## src/rtl/l2_per_timeout_bridge.sv

```systemverilog
// Single-outstanding bridge on the L2 PER port: forwards one request downstream and
// converts a missing response into an error response after a programmable timeout.
module l2_per_timeout_bridge #(
  parameter int                  ADDR_WIDTH     = 32,
  parameter int                  DATA_WIDTH     = 32,
  parameter int                  BE_WIDTH       = DATA_WIDTH / 8,
  parameter int                  AUX_WIDTH      = 4,
  parameter int                  TIMEOUT_CYCLES = 1024,
  parameter int                  CNT_WIDTH      = $clog2(TIMEOUT_CYCLES + 1),
  parameter logic [DATA_WIDTH-1:0] ERR_RDATA    = 32'hBADACCE5
) (
  input  logic                  clk,
  input  logic                  rst_n,
  input  logic                  timeout_en_i,
  input  logic                  req_i,
  input  logic [ADDR_WIDTH-1:0] add_i,
  input  logic                  wen_i,
  input  logic [DATA_WIDTH-1:0] wdata_i,
  input  logic [BE_WIDTH-1:0]   be_i,
  input  logic [AUX_WIDTH-1:0]  aux_i,
  output logic                  gnt_o,
  output logic                  r_valid_o,
  output logic [DATA_WIDTH-1:0] r_rdata_o,
  output logic                  r_opc_o,
  output logic [AUX_WIDTH-1:0]  r_aux_o,
  output logic                  req_o,
  output logic [ADDR_WIDTH-1:0] add_o,
  output logic                  wen_o,
  output logic [DATA_WIDTH-1:0] wdata_o,
  output logic [BE_WIDTH-1:0]   be_o,
  output logic [AUX_WIDTH-1:0]  aux_o,
  input  logic                  gnt_i,
  input  logic                  r_valid_i,
  input  logic [DATA_WIDTH-1:0] r_rdata_i,
  input  logic                  r_opc_i,
  input  logic [AUX_WIDTH-1:0]  r_aux_i,
  output logic                  timeout_o,
  output logic [7:0]            timeout_cnt_o
);

  typedef enum logic [1:0] {IDLE, WAIT_RESP, ERR_RESP, DRAIN} state_t;

  localparam logic [CNT_WIDTH-1:0] TIMER_LAST = CNT_WIDTH'(TIMEOUT_CYCLES - 1);
  localparam logic [CNT_WIDTH-1:0] TIMER_ONE  = CNT_WIDTH'(1);

  state_t                 state, state_nxt;
  logic [CNT_WIDTH-1:0]   timer, timer_nxt;
  logic [AUX_WIDTH-1:0]   sampled_aux, sampled_aux_nxt;
  logic                   handshake;

  function automatic logic [7:0] sat_inc8(input logic [7:0] val);
    return (val == 8'hFF) ? val : val + 8'd1;
  endfunction

  assign add_o     = add_i;
  assign wen_o     = wen_i;
  assign wdata_o   = wdata_i;
  assign be_o      = be_i;
  assign aux_o     = aux_i;
  assign handshake = req_i & gnt_i;

  always_ff @(posedge clk or negedge rst_n) begin
    if (!rst_n) begin
      state         <= IDLE;
      timer         <= '0;
      sampled_aux   <= '0;
      timeout_cnt_o <= 8'd0;
    end else begin
      state       <= state_nxt;
      timer       <= timer_nxt;
      sampled_aux <= sampled_aux_nxt;
      if (state == ERR_RESP)
        timeout_cnt_o <= sat_inc8(timeout_cnt_o);
    end
  end

  always_comb begin
    state_nxt       = state;
    timer_nxt       = timer;
    sampled_aux_nxt = sampled_aux;
    req_o           = 1'b0;
    gnt_o           = 1'b0;
    r_valid_o       = 1'b0;
    r_rdata_o       = '0;
    r_opc_o         = 1'b0;
    r_aux_o         = '0;
    timeout_o       = 1'b0;
    case (state)
      IDLE: begin
        req_o = req_i;
        gnt_o = gnt_i;
        if (handshake) begin
          sampled_aux_nxt = aux_i;
          timer_nxt       = '0;
          state_nxt       = WAIT_RESP;
        end
      end
      WAIT_RESP: begin
        r_valid_o = r_valid_i;
        r_rdata_o = r_rdata_i;
        r_opc_o   = r_opc_i;
        r_aux_o   = r_aux_i;
        // A real response always beats expiry in the same cycle
        if (r_valid_i) begin
          req_o = req_i;
          gnt_o = gnt_i;
          if (handshake) begin
            sampled_aux_nxt = aux_i;
            timer_nxt       = '0;
          end else begin
            state_nxt = IDLE;
          end
        end else if (timeout_en_i) begin
          if (timer == TIMER_LAST)
            state_nxt = ERR_RESP;
          else
            timer_nxt = timer + TIMER_ONE;
        end
      end
      ERR_RESP: begin
        r_valid_o = 1'b1;
        r_opc_o   = 1'b1;
        r_rdata_o = ERR_RDATA;
        r_aux_o   = sampled_aux;
        timeout_o = 1'b1;
        state_nxt = r_valid_i ? IDLE : DRAIN;
      end
      DRAIN: begin
        // Upstream stays stalled until the late slave response is swallowed
        if (r_valid_i)
          state_nxt = IDLE;
      end
      default: state_nxt = IDLE;
    endcase
  end

endmodule

```

## config.mk

```make
export PLATFORM = sky130hd
export DESIGN_NAME = l2_per_timeout_bridge
export DESIGN_NICKNAME = d
export VERILOG_FILES = /design/src/rtl/l2_per_timeout_bridge.sv
export SDC_FILE = /design/constraint.sdc
export NUM_CORES = 1
export LEC_CHECK = 0
export BUFFER_PORTS_ARGS = -buffer_cell sky130_fd_sc_hd__buf_2
export CAP_MARGIN = 15
export CORE_AREA = 2 2 94 96
export DETAILED_ROUTE_END_ITERATION = 12
export DIE_AREA = 0 0 96 98
export PLACE_DENSITY = 0.68
export SKIP_LAST_GASP = 1
export SYNTH_ARGS = -nofsm -noshare
export SYNTH_HDL_FRONTEND = slang
export SYNTH_SLANG_ARGS = --single-unit
```

## constraint.sdc

```tcl
create_clock -name clk -period 2.26 [get_ports clk]
set_clock_uncertainty 0.2 [all_clocks]
set_input_delay 0.113 -clock clk [delete_from_list [all_inputs] [get_ports clk]]
set_output_delay 0.113 -clock clk [all_outputs]
set_load 0.01 [all_outputs]
```

==> results of run 1 <==
[synth_stat cells (2+ instances only)]
cell | number | share of area, %
sky130_fd_sc_hd__a22o_1 | 5 | 1.9
sky130_fd_sc_hd__mux2_2 | 5 | 2.4
sky130_fd_sc_hd__nor4_1 | 2 | 0.53
sky130_fd_sc_hd__nor3_1 | 3 | 0.63
sky130_fd_sc_hd__nor2_1 | 9 | 1.4
sky130_fd_sc_hd__a21oi_1 | 9 | 1.9
sky130_fd_sc_hd__nor2b_1 | 4 | 1.1
sky130_fd_sc_hd__ha_1 | 7 | 3.7
sky130_fd_sc_hd__mux2i_1 | 2 | 0.85
sky130_fd_sc_hd__nand2b_1 | 3 | 0.79
sky130_fd_sc_hd__dfrtp_1 | 25 | 26
sky130_fd_sc_hd__o2bb2ai_1 | 2 | 0.74
sky130_fd_sc_hd__o21ai_0 | 5 | 1.1
sky130_fd_sc_hd__and4_1 | 2 | 0.74
sky130_fd_sc_hd__and3_1 | 13 | 3.4
sky130_fd_sc_hd__a21o_1 | 21 | 6.7
sky130_fd_sc_hd__nand3b_1 | 2 | 0.63
sky130_fd_sc_hd__xor2_1 | 4 | 1.5
sky130_fd_sc_hd__a31oi_1 | 2 | 0.53
sky130_fd_sc_hd__o31ai_1 | 2 | 0.63
sky130_fd_sc_hd__a21boi_0 | 2 | 0.63
sky130_fd_sc_hd__nand4_1 | 3 | 0.79
sky130_fd_sc_hd__buf_4 | 73 | 23
sky130_fd_sc_hd__a311oi_1 | 2 | 0.74
sky130_fd_sc_hd__nand3_1 | 6 | 1.3
sky130_fd_sc_hd__clkbuf_1 | 11 | 1.7
sky130_fd_sc_hd__nand2_1 | 12 | 1.9
sky130_fd_sc_hd__a41oi_1 | 4 | 1.5
sky130_fd_sc_hd__buf_2 | 3 | 0.63
sky130_fd_sc_hd__inv_1 | 6 | 0.95
sky130_fd_sc_hd__a221o_1 | 2 | 0.85
sky130_fd_sc_hd__and2_1 | 5 | 1.3
[state kept, by name, summed over array words and instances, names as in the netlist]
name,count
timeout_cnt_o,8
timer,11
state,2
sampled_aux,4
[cell type report]
type / count / area, um^2 / share of cell area [%]
multi-input combinational: 157 / 1140 / 43.3
timing repair buffer: 118 / 662 / 25.2
sequential: 25 / 626 / 23.8
tap: 108 / 135 / 5.14
clock buffer: 4 / 45.0 / 1.71
inverter: 6 / 22.5 / 0.856
[through the flow]
step | std cells | total power [mW] | util (%)
after floorplan | 275 | 1.87 | -
after global placement | 406 | 2.38 | 29.2
after detailed placement | 406 | 2.43 | 29.2
after CTS | 416 | 2.74 | 30.5
after global routing | 418 | 3.05 | 31.1
final | 418 | 2.83 | 31.1
[power by group through the flow]
stage	clock network, mW	logic (mW)	registers [mW]
floorplan	0	1.21	0.662
global placement	0	1.72	0.666
detailed placement	0	1.76	0.669
CTS	0.287	1.80	0.658
global route	0.300	2.07	0.682
finish	0.276	1.89	0.661
[metal layers]
metal	track usage (%)	up-vias
li1	-	976
met1	15.3	964
met2	19.7	87
met3	2.70	16
met4	4.95	0
met5	0	-
[cells by family after synthesis]
group / count (synthesis)
buffers and inverters: 93
AOI/OAI and AO/OA: 65
DFF: 25
adders and majority gates: 7
xor gates and xnor gates: 5
and+or+nand+nor: 73
muxes: 7
[timing repair]
action,CTS,global route
hold endpoints to repair,29,0
pin swaps,0,0
gates resized for setup,3,6
endpoints found under the setup margin,24,24
hold buffers,5,0
setup buffers,1,2
[worst paths after layout]
check | end | slack (ps) | depth (start not counted)
setup / recovery | r_aux_o[2] | 100 | 7
hold reg to reg | timeout_cnt_o[6]$_DFFE_PN0P_ | 300 | 1
min in group asynchronous | timer[10]$_DFFE_PN0P_ | 190 | 2
setup reg to reg | state[1]$_DFFE_PN0P_ | 140 | 5
hold / removal | add_o[14] | 30 | 0
max in group asynchronous | state[0]$_DFFE_PN0P_ | 1290 | 2
[worst register-to-register path, cell delays in order (launching register included)]
cell and delay [ps]:
sky130_fd_sc_hd__dfrtp_1 400, sky130_fd_sc_hd__ha_1 260, sky130_fd_sc_hd__nand4_2 170, sky130_fd_sc_hd__or4_1 550, sky130_fd_sc_hd__a31o_2 290, sky130_fd_sc_hd__mux2i_1 170
[cells in the final DEF (no fill, tap or decap), types with 3 or more instances in the layout]
cell and n:
sky130_fd_sc_hd__nand3_1 6, sky130_fd_sc_hd__nand2b_1 3, sky130_fd_sc_hd__dlygate4sd3_1 5, sky130_fd_sc_hd__and3_1 13
sky130_fd_sc_hd__a41oi_1 4, sky130_fd_sc_hd__a22o_1 5, sky130_fd_sc_hd__nor3_1 3, sky130_fd_sc_hd__a21o_1 21
sky130_fd_sc_hd__inv_1 4, sky130_fd_sc_hd__nand4_1 3, sky130_fd_sc_hd__buf_4 12, sky130_fd_sc_hd__xor2_1 4
sky130_fd_sc_hd__nand2_1 12, sky130_fd_sc_hd__ha_1 5, sky130_fd_sc_hd__clkbuf_8 3, sky130_fd_sc_hd__nor2b_1 4
sky130_fd_sc_hd__a21oi_1 9, sky130_fd_sc_hd__and2_1 4, sky130_fd_sc_hd__o21ai_0 5, sky130_fd_sc_hd__buf_2 99
sky130_fd_sc_hd__nor2_1 9, sky130_fd_sc_hd__dfrtp_1 25, sky130_fd_sc_hd__mux2_2 5
==> summary by stage, run 1 <==
Run status
The flow ran to the end, and the final reports show no timing, DRC or antenna violations.

Timing
Counting I/O delays and the setup requirement, the final critical path takes 2160 ps. The total of endpoints with negative setup slack in the final report is 0. The fmax is 463 MHz. Across all hold checks on the routed design, the worst slack comes to 26.0 ps. The number of pins with negative max-slew slack in the final report is 0. Setup repair after global routing left no endpoint under its margin. The final hold violation count is 0. The worst setup margin is 99.8 ps. The pin slew with the least headroom to its limit is 594 ps.

The sum of negative setup slack is 0 ps. The final critical-path share of the clock period is 95.6%. The relative slew slack is 60.4%.

Place
At the end of routability-driven placement, the weighted congestion stood at 0.850. Timing analysis after detailed placement gives a worst setup slack of 128 ps. Detailed placement ended at an HPWL of 4.70 mm. Buffers placed on the I/O ports in this run total 99. The area after detailed placement is 2470 um^2.

Clocking
The CTS sink count is 25. TritonCTS built the clock tree. The maximum buffer depth of the clock tree is 2. CTS built an H-tree with a depth of 1. Clock-pin slew was measured on the worst setup and hold paths at 90 ps. For the worst-skew pair, the clock arrives at the later sink with an insertion delay of 270 ps. TritonCTS created 3 clock buffers. The clock root buffer master is sky130_fd_sc_hd__clkbuf_8.

Setup path
Among cell families on the critical path, the largest total delay comes from buffers and inverters. The startpoint of the worst setup timing path is state[1]$_DFFE_PN0P_. In this run the critical register-to-register path is launched from timer[0]$_DFFE_PN0P_. Walking the worst path, the cells encountered are inv_2, ha_4, buf_6, and2_1, buf_8, a22o_1, buf_2.

For this design, the slowest cell found on the critical path is sky130_fd_sc_hd__dfrtp_1. At the worst endpoint, the required time is 1950 ps. Data arrives at the worst endpoint at 1850 ps.

The largest single stage delay on the critical path is 430 ps. The critical path in this run is classified as reg2out. The total buffers and inverters traversed by the critical path is 4. The worst setup path is launched from a flip-flop. In this run the worst path has a maximum fanout of 24. The type of element capturing the critical path is an output port.

Logic synthesis
The net count of the mapped netlist is 398. The share of the Yosys chip area taken by registers is 26.4%. The complex-gate fraction of the synthesized area is 20.4%. During synthesis, Yosys emitted a total of 0 warnings.

The mean post-synth cell area is 8.60 um^2. The cell area after technology mapping is 2370 um^2. After synthesis the netlist holds a flip-flop and latch count of 25. After synthesis, the largest family of logic cells by area is buffers and inverters. The most frequently used flop master after synthesis is sky130_fd_sc_hd__dfrtp_1.

The number of enable flip-flop cells after synthesis is 0. Synthesis instantiated 51 different standard cells from the library. The instance count of the mapped netlist is 275. The synthesized netlist devotes 1.85% of its cell area to XOR and XNOR gates. Summing the areas of all and, or, nand and nor instances in the mapped netlist gives 17.9% of the synthesized area. For this run, asynchronously set or reset flops after synthesis account for 100%. The adder and majority cell fraction of the synthesized area is 3.70%. After synthesis, the share of cell area in mux cells is 3.23%.

Final layout
The count of filler cells inserted in the layout is 905. The post-layout instance area is 2630 um^2. The number of nets in the final layout is 434. The number of diodes added for antenna fixing is 0. The area growth from synthesis to layout is 11.2%.

The post-route netlist has 42.6% of its cells at a drive strength greater than 1.

Power and ir drop
The worst-case IR drop observed on VDD is 0.901 mV. Per report_power, the sequential group accounts for 23.4% of the total. The design internal power is 1.58 mW. In this run the static leakage power is 1.53 nW.

The analysis attributes to net switching a power of 1.24 mW. The proportion of power drawn by combinational gates is 66.8%. Of the total power, the clock network draws 9.8%.

The power density over the cells is 1070 nW/um^2. Of the total power, the share spent switching nets is 43.9%.

Detailed routing
In the final routing, the length of wire on met1 measures 2.60 mm. The number of antenna-violating nets in the routed design is 0. Dividing the detail-routed via count by the number of cells gives 4.89.

Summing over every cut layer, the via total after detailed routing is 2043. The sum of met2 wire segment lengths after detailed routing is 3.02 mm. For this block, the routed nets add up to 6.11 mm of wire. The first detailed-routing pass took 4 iterations. After the first detailed-routing iteration, the DRC count stood at 125. The detail-routed net length per standard cell is 14.6 um.

In the detailed route, the total length drawn on met3 is 380 um. Routed signal wires occupy layers up through met4. For this run, design rule violations remaining after detail routing come to 0.

Hold path
The worst hold-check path type is in2out. The startpoint identified for the worst hold timing path is add_i[14].

Die
For this configuration, the core starts out at a cell density of 27.9%. The die covers 9410 um^2. The number of cell rows is 34.

The horizontal die dimension is 96 um. For this design the top-level I/O count stands at 238. The area of the core is 8470 um^2. The floorplan die height is 98 um.

Global route
The total global-route track usage is 12.1%. The wire length of the first global-routing pass is 9.38 mm. The via count of the first global-routing pass is 1930. The overall overflow remaining after global route is 0.

Entering global routing, the biggest net connects 26 pins. The number of antenna violations at the first check in global routing is 0.

Run
Across the run, the number of max-cap violations was 0.
No activity file was read; power rests on OpenSTA's default activity.
==> run 2: changes to the inputs <==
--- a/config.mk
+++ b/config.mk
@@ -5,12 +5,13 @@
 export SDC_FILE = /design/constraint.sdc
 export NUM_CORES = 1
 export LEC_CHECK = 0
+export ABC_AREA = 1
 export BUFFER_PORTS_ARGS = -buffer_cell sky130_fd_sc_hd__buf_2
 export CAP_MARGIN = 15
-export CORE_AREA = 2 2 94 96
+export CORE_AREA = 2 2 93 95
 export DETAILED_ROUTE_END_ITERATION = 12
-export DIE_AREA = 0 0 96 98
-export PLACE_DENSITY = 0.68
+export DIE_AREA = 0 0 95 97
+export PLACE_DENSITY = 0.72
 export SKIP_LAST_GASP = 1
 export SYNTH_ARGS = -nofsm -noshare
 export SYNTH_HDL_FRONTEND = slang
==> summary by stage, run 2 <==
Die
The floorplan step defined a die boundary enclosing 9220 um^2. The number of cell rows is 33. The floorplan step defined a core boundary enclosing 8130 um^2. The initial cell density of the core is 31.6%. In this run the horizontal extent of the chip is 95 um. The count of boundary I/O pins is 238. Measured along the y axis, the die boundary spans 97 um.

Timing
For the pin with the worst max-slew slack, the measured transition is 558 ps. Setup repair after global routing left no endpoint under its margin. The worst pin sits at a relative slew slack of 62.8%. The final hold violation count is 0. The clock period minus final worst setup slack is 2060 ps.

Dividing the final minimum period by the clock period gives 91.1%. Setup violations remaining at the end of the flow were counted as 0. The number of pins with negative max-slew slack in the final report came to 0. On the final layout, the worst hold slack is 26.0 ps. Timing would allow up to 486 MHz.

In the final timing run, aggregate negative setup slack is 0 ps.

Global route
The first global-routing pass estimated 10.8 mm of wire. The number of antenna violations at the first check in global routing is 0. The total overflow left after global routing is 0.

The largest net degree at the start of global routing is 26. Global routing consumed, over all layers together, 14.3% of the routing resources. The via count of the first global-routing pass was 2229.

Run status
The flow ran to the end, and the final reports show no timing, DRC or antenna violations.

Logic synthesis
After synthesis, the most frequently instantiated cells are sky130_fd_sc_hd__nand2_1 (104), sky130_fd_sc_hd__buf_4 (74), sky130_fd_sc_hd__nand3_1 (39), sky130_fd_sc_hd__inv_1 (34), sky130_fd_sc_hd__nor2_1 (34). The share of the synthesized area in the top cell type is 24.3%. The register area share after synthesis is 24.3%. The number of synthesized register bits is 25. During synthesis, Yosys emitted a total of 0 warnings.

In this run the cell area of the synthesized design comes to 2570 um^2. The instance count of the mapped netlist is 385. The leading area contributor after synthesis is sky130_fd_sc_hd__dfrtp_1. The number of enable flip-flop cells after synthesis is 0. Among all flip-flop cells after synthesis, the most frequent one is sky130_fd_sc_hd__dfrtp_1.

A synthesized cell averages 6.68 um^2. The async set-or-reset flop fraction in the synthesized netlist is 100%. By area the synthesized netlist is led by sky130_fd_sc_hd__dfrtp_1 (24%), sky130_fd_sc_hd__buf_4 (22%), sky130_fd_sc_hd__nand2_1 (15%). By instance count, the leading cell after synthesis is sky130_fd_sc_hd__nand2_1. Synthesis produced a netlist with a net count of 508. The netlist uses 36 different library cells.

Setup path
The largest individual stage delay along the critical path comes from the cell sky130_fd_sc_hd__dfrtp_1. The largest fanout on the critical path is 20. Traced cell by cell, the critical path runs through inv_1, ha_4, buf_4, buf_6, nand3_1, nand2_1, buf_2. The total buffers and inverters traversed by the critical path is 4. The largest single stage delay on the critical path is 430 ps.

The critical path is of the reg2out type. The data arrival time of the critical path is 1750 ps. The type of element capturing the critical path is an output port. The category of the worst setup path launch point is a flip-flop. The slack of the worst reg-to-reg path is 390 ps. At the worst endpoint, the required time is 1950 ps. The category of cells accounting for the largest share of critical-path delay is buffers and inverters.

Run
The count of max-cap constraint violations is 0.

Final layout
The library cell used most frequently in the layout, excluding fill and tap cells, is sky130_fd_sc_hd__nand2_1. The count of filler cells inserted in the layout is 859. The share of layout cells above drive strength 1 is 31.9%.

The area growth from synthesis to layout is 7.06%. In the final layout, the registers with the most flip-flops are timer (11), timeout_cnt_o (8), sampled_aux (4). The library cells used most frequently in the layout, excluding fill and tap cells, are sky130_fd_sc_hd__nand2_1 (103), sky130_fd_sc_hd__buf_2 (99), sky130_fd_sc_hd__nand3_1 (39).

The final cell count without fillers is 519. After routing the design area is 2750 um^2. In the final design database the tool counted 538 nets.

The number of diodes added for antenna fixing is 0. The register bank with the most flops is timer. The register with the most flip-flops in the layout has 11 of them.

Hold path
The tightest min-delay check is of the in2out type.

Clocking
The count of buffers added by post-CTS timing repair for setup is 0. The maximum buffer depth of the clock tree is 2. TritonCTS built the clock tree.

Clock-pin slew was measured on the worst setup and hold paths at 90 ps. CTS built an H-tree with a depth of 1. The CTS sink count is 25. TritonCTS created 3 clock buffers. Clock tree synthesis selected as its root buffer the cell sky130_fd_sc_hd__clkbuf_8. Clock latency on the worst-skew pair, taken at its later pin, is 280 ps.

Power and ir drop
The leakage power is 1.62 nW. Dividing total power by cell area gives a power density of 956 nW/um^2. The maximum resistive drop on vdd is 0.440 mV.

Detailed routing
In the routed layout, each cell is associated on average with a via count of 4.64. Once detail routing completed, the nets flagged for antenna violations numbered 0. The DRC marker count from the first detailed-route iteration is 106. The residual DRC count is 0. The total routed wirelength is 6.84 mm.

The detail-routed net length per standard cell is 13.2 um. The length of the first detailed-routing pass in iterations is 4. The total vias in the final route is 2406.

Place
The final weighted congestion in routability-driven placement is 0.919. Summed over all nets, the half-perimeter wirelength after detailed placement is 5.48 mm. After detailed placement, the design holds a cell count of 510. The count of buffers inserted at the top-level ports is 99. After detailed placement, the total cell area comes to 2630 um^2.
[run 2: cell types whose count changed in the layout (fill, tap and decap cells not counted), moves of 4 or more]
| cell | delta |
|---|---|
| sky130_fd_sc_hd__buf_4 | -8 |
| sky130_fd_sc_hd__nand2_1 | +91 |
| sky130_fd_sc_hd__nand3_1 | +33 |
| sky130_fd_sc_hd__a41oi_1 | -4 |
| sky130_fd_sc_hd__and2_1 | -4 |
| sky130_fd_sc_hd__inv_1 | +30 |
| sky130_fd_sc_hd__a22o_1 | -5 |
| sky130_fd_sc_hd__a21o_1 | -21 |
| sky130_fd_sc_hd__nor2_1 | +25 |
| sky130_fd_sc_hd__and3_1 | -13 |
| sky130_fd_sc_hd__o21ai_0 | +8 |
| sky130_fd_sc_hd__a21oi_1 | -4 |
| sky130_fd_sc_hd__nor2b_1 | -4 |
[run 2: routing by layer]
layer / up-vias / global-route usage, % / wire [um]
met5: - / 0 / 0
met4: 0 / 6.58 / 208
met3: 31 / 4.44 / 677
met2: 110 / 20.0 / 2890
met1: 1074 / 20.0 / 3060
li1: 1191 / - / -
[run 2: kinds of logic (layout without fill, tap and decap cells)]
kind of cell             Yosys count  count (layout)  synth area share (%)
adder cells (fa/ha/maj)            7               7                  3.41
AO/OA/AOI/OAI                     29              29                  6.47
flip-flops                        25              25                  24.3
buffers and inverters            121             150                  29.1
multiplexers                       4               4                  1.75
XOR/XNOR                           5               5                  1.70
AND/OR/NAND/NOR                  194             194                  33.2
[run 2: path summary, 6_finish.rpt]
check,start,endpoint,cells past startpoint
hold reg to reg,sampled_aux[0]$_DFFE_PN0P_,sampled_aux[0]$_DFFE_PN0P_,1
hold / removal,add_i[13],add_o[13],0
setup / recovery,state[1]$_DFFE_PN0P_,r_rdata_o[7],7
max in group asynchronous,rst_n,state[0]$_DFFE_PN0P_,2
min in group asynchronous,rst_n,timeout_cnt_o[1]$_DFFE_PN0P_,2
setup reg to reg,timer[0]$_DFFE_PN0P_,timer[1]$_DFFE_PN0P_,8
[run 2: worst reg2reg max path: cells and delay by family (launching register included)]
family,cells,cell delay (ps)
simple gates,5,640
buf+inv,2,170
flops,1,470
fa+ha+maj,1,290
[run 2: area by class of cell]
type / count / area, um^2 / share of cell area, %
multi-input combinational: 239 / 1210 / 44.0
sequential: 25 / 627 / 22.8
timing repair buffer: 109 / 587 / 21.3
inverter: 37 / 146 / 5.32
tap: 105 / 131 / 4.77
clock buffer: 3 / 41.3 / 1.50
clock inverter: 1 / 8.76 / 0.318
[run 2: timing repair]
| action | 4_1_cts | 5_1_grt |
|---|---|---|
| endpoints found under the hold margin | 29 | 0 |
| setup endpoints to repair | 33 | 33 |
| hold buffers | 5 | 0 |
| resized for setup | 1 | 5 |
[run 2: metrics by stage]
step           total power, mW  util [%]  worst slack, ps
6_report                  2.63      33.8              202
5_1_grt                   2.89      33.8             34.4
4_1_cts                   2.61      33.6             7.84
3_5_place_dp              2.29      32.4              221
3_3_place_gp              2.27      32.4              317
2_1_floorplan             1.84         -              517
[run 2: where the power goes]
group	switching (mW)	internal [mW]	total, mW
sequential	0.102	0.549	0.651
combinational	1.06	0.625	1.69
clock	0.164	0.130	0.294
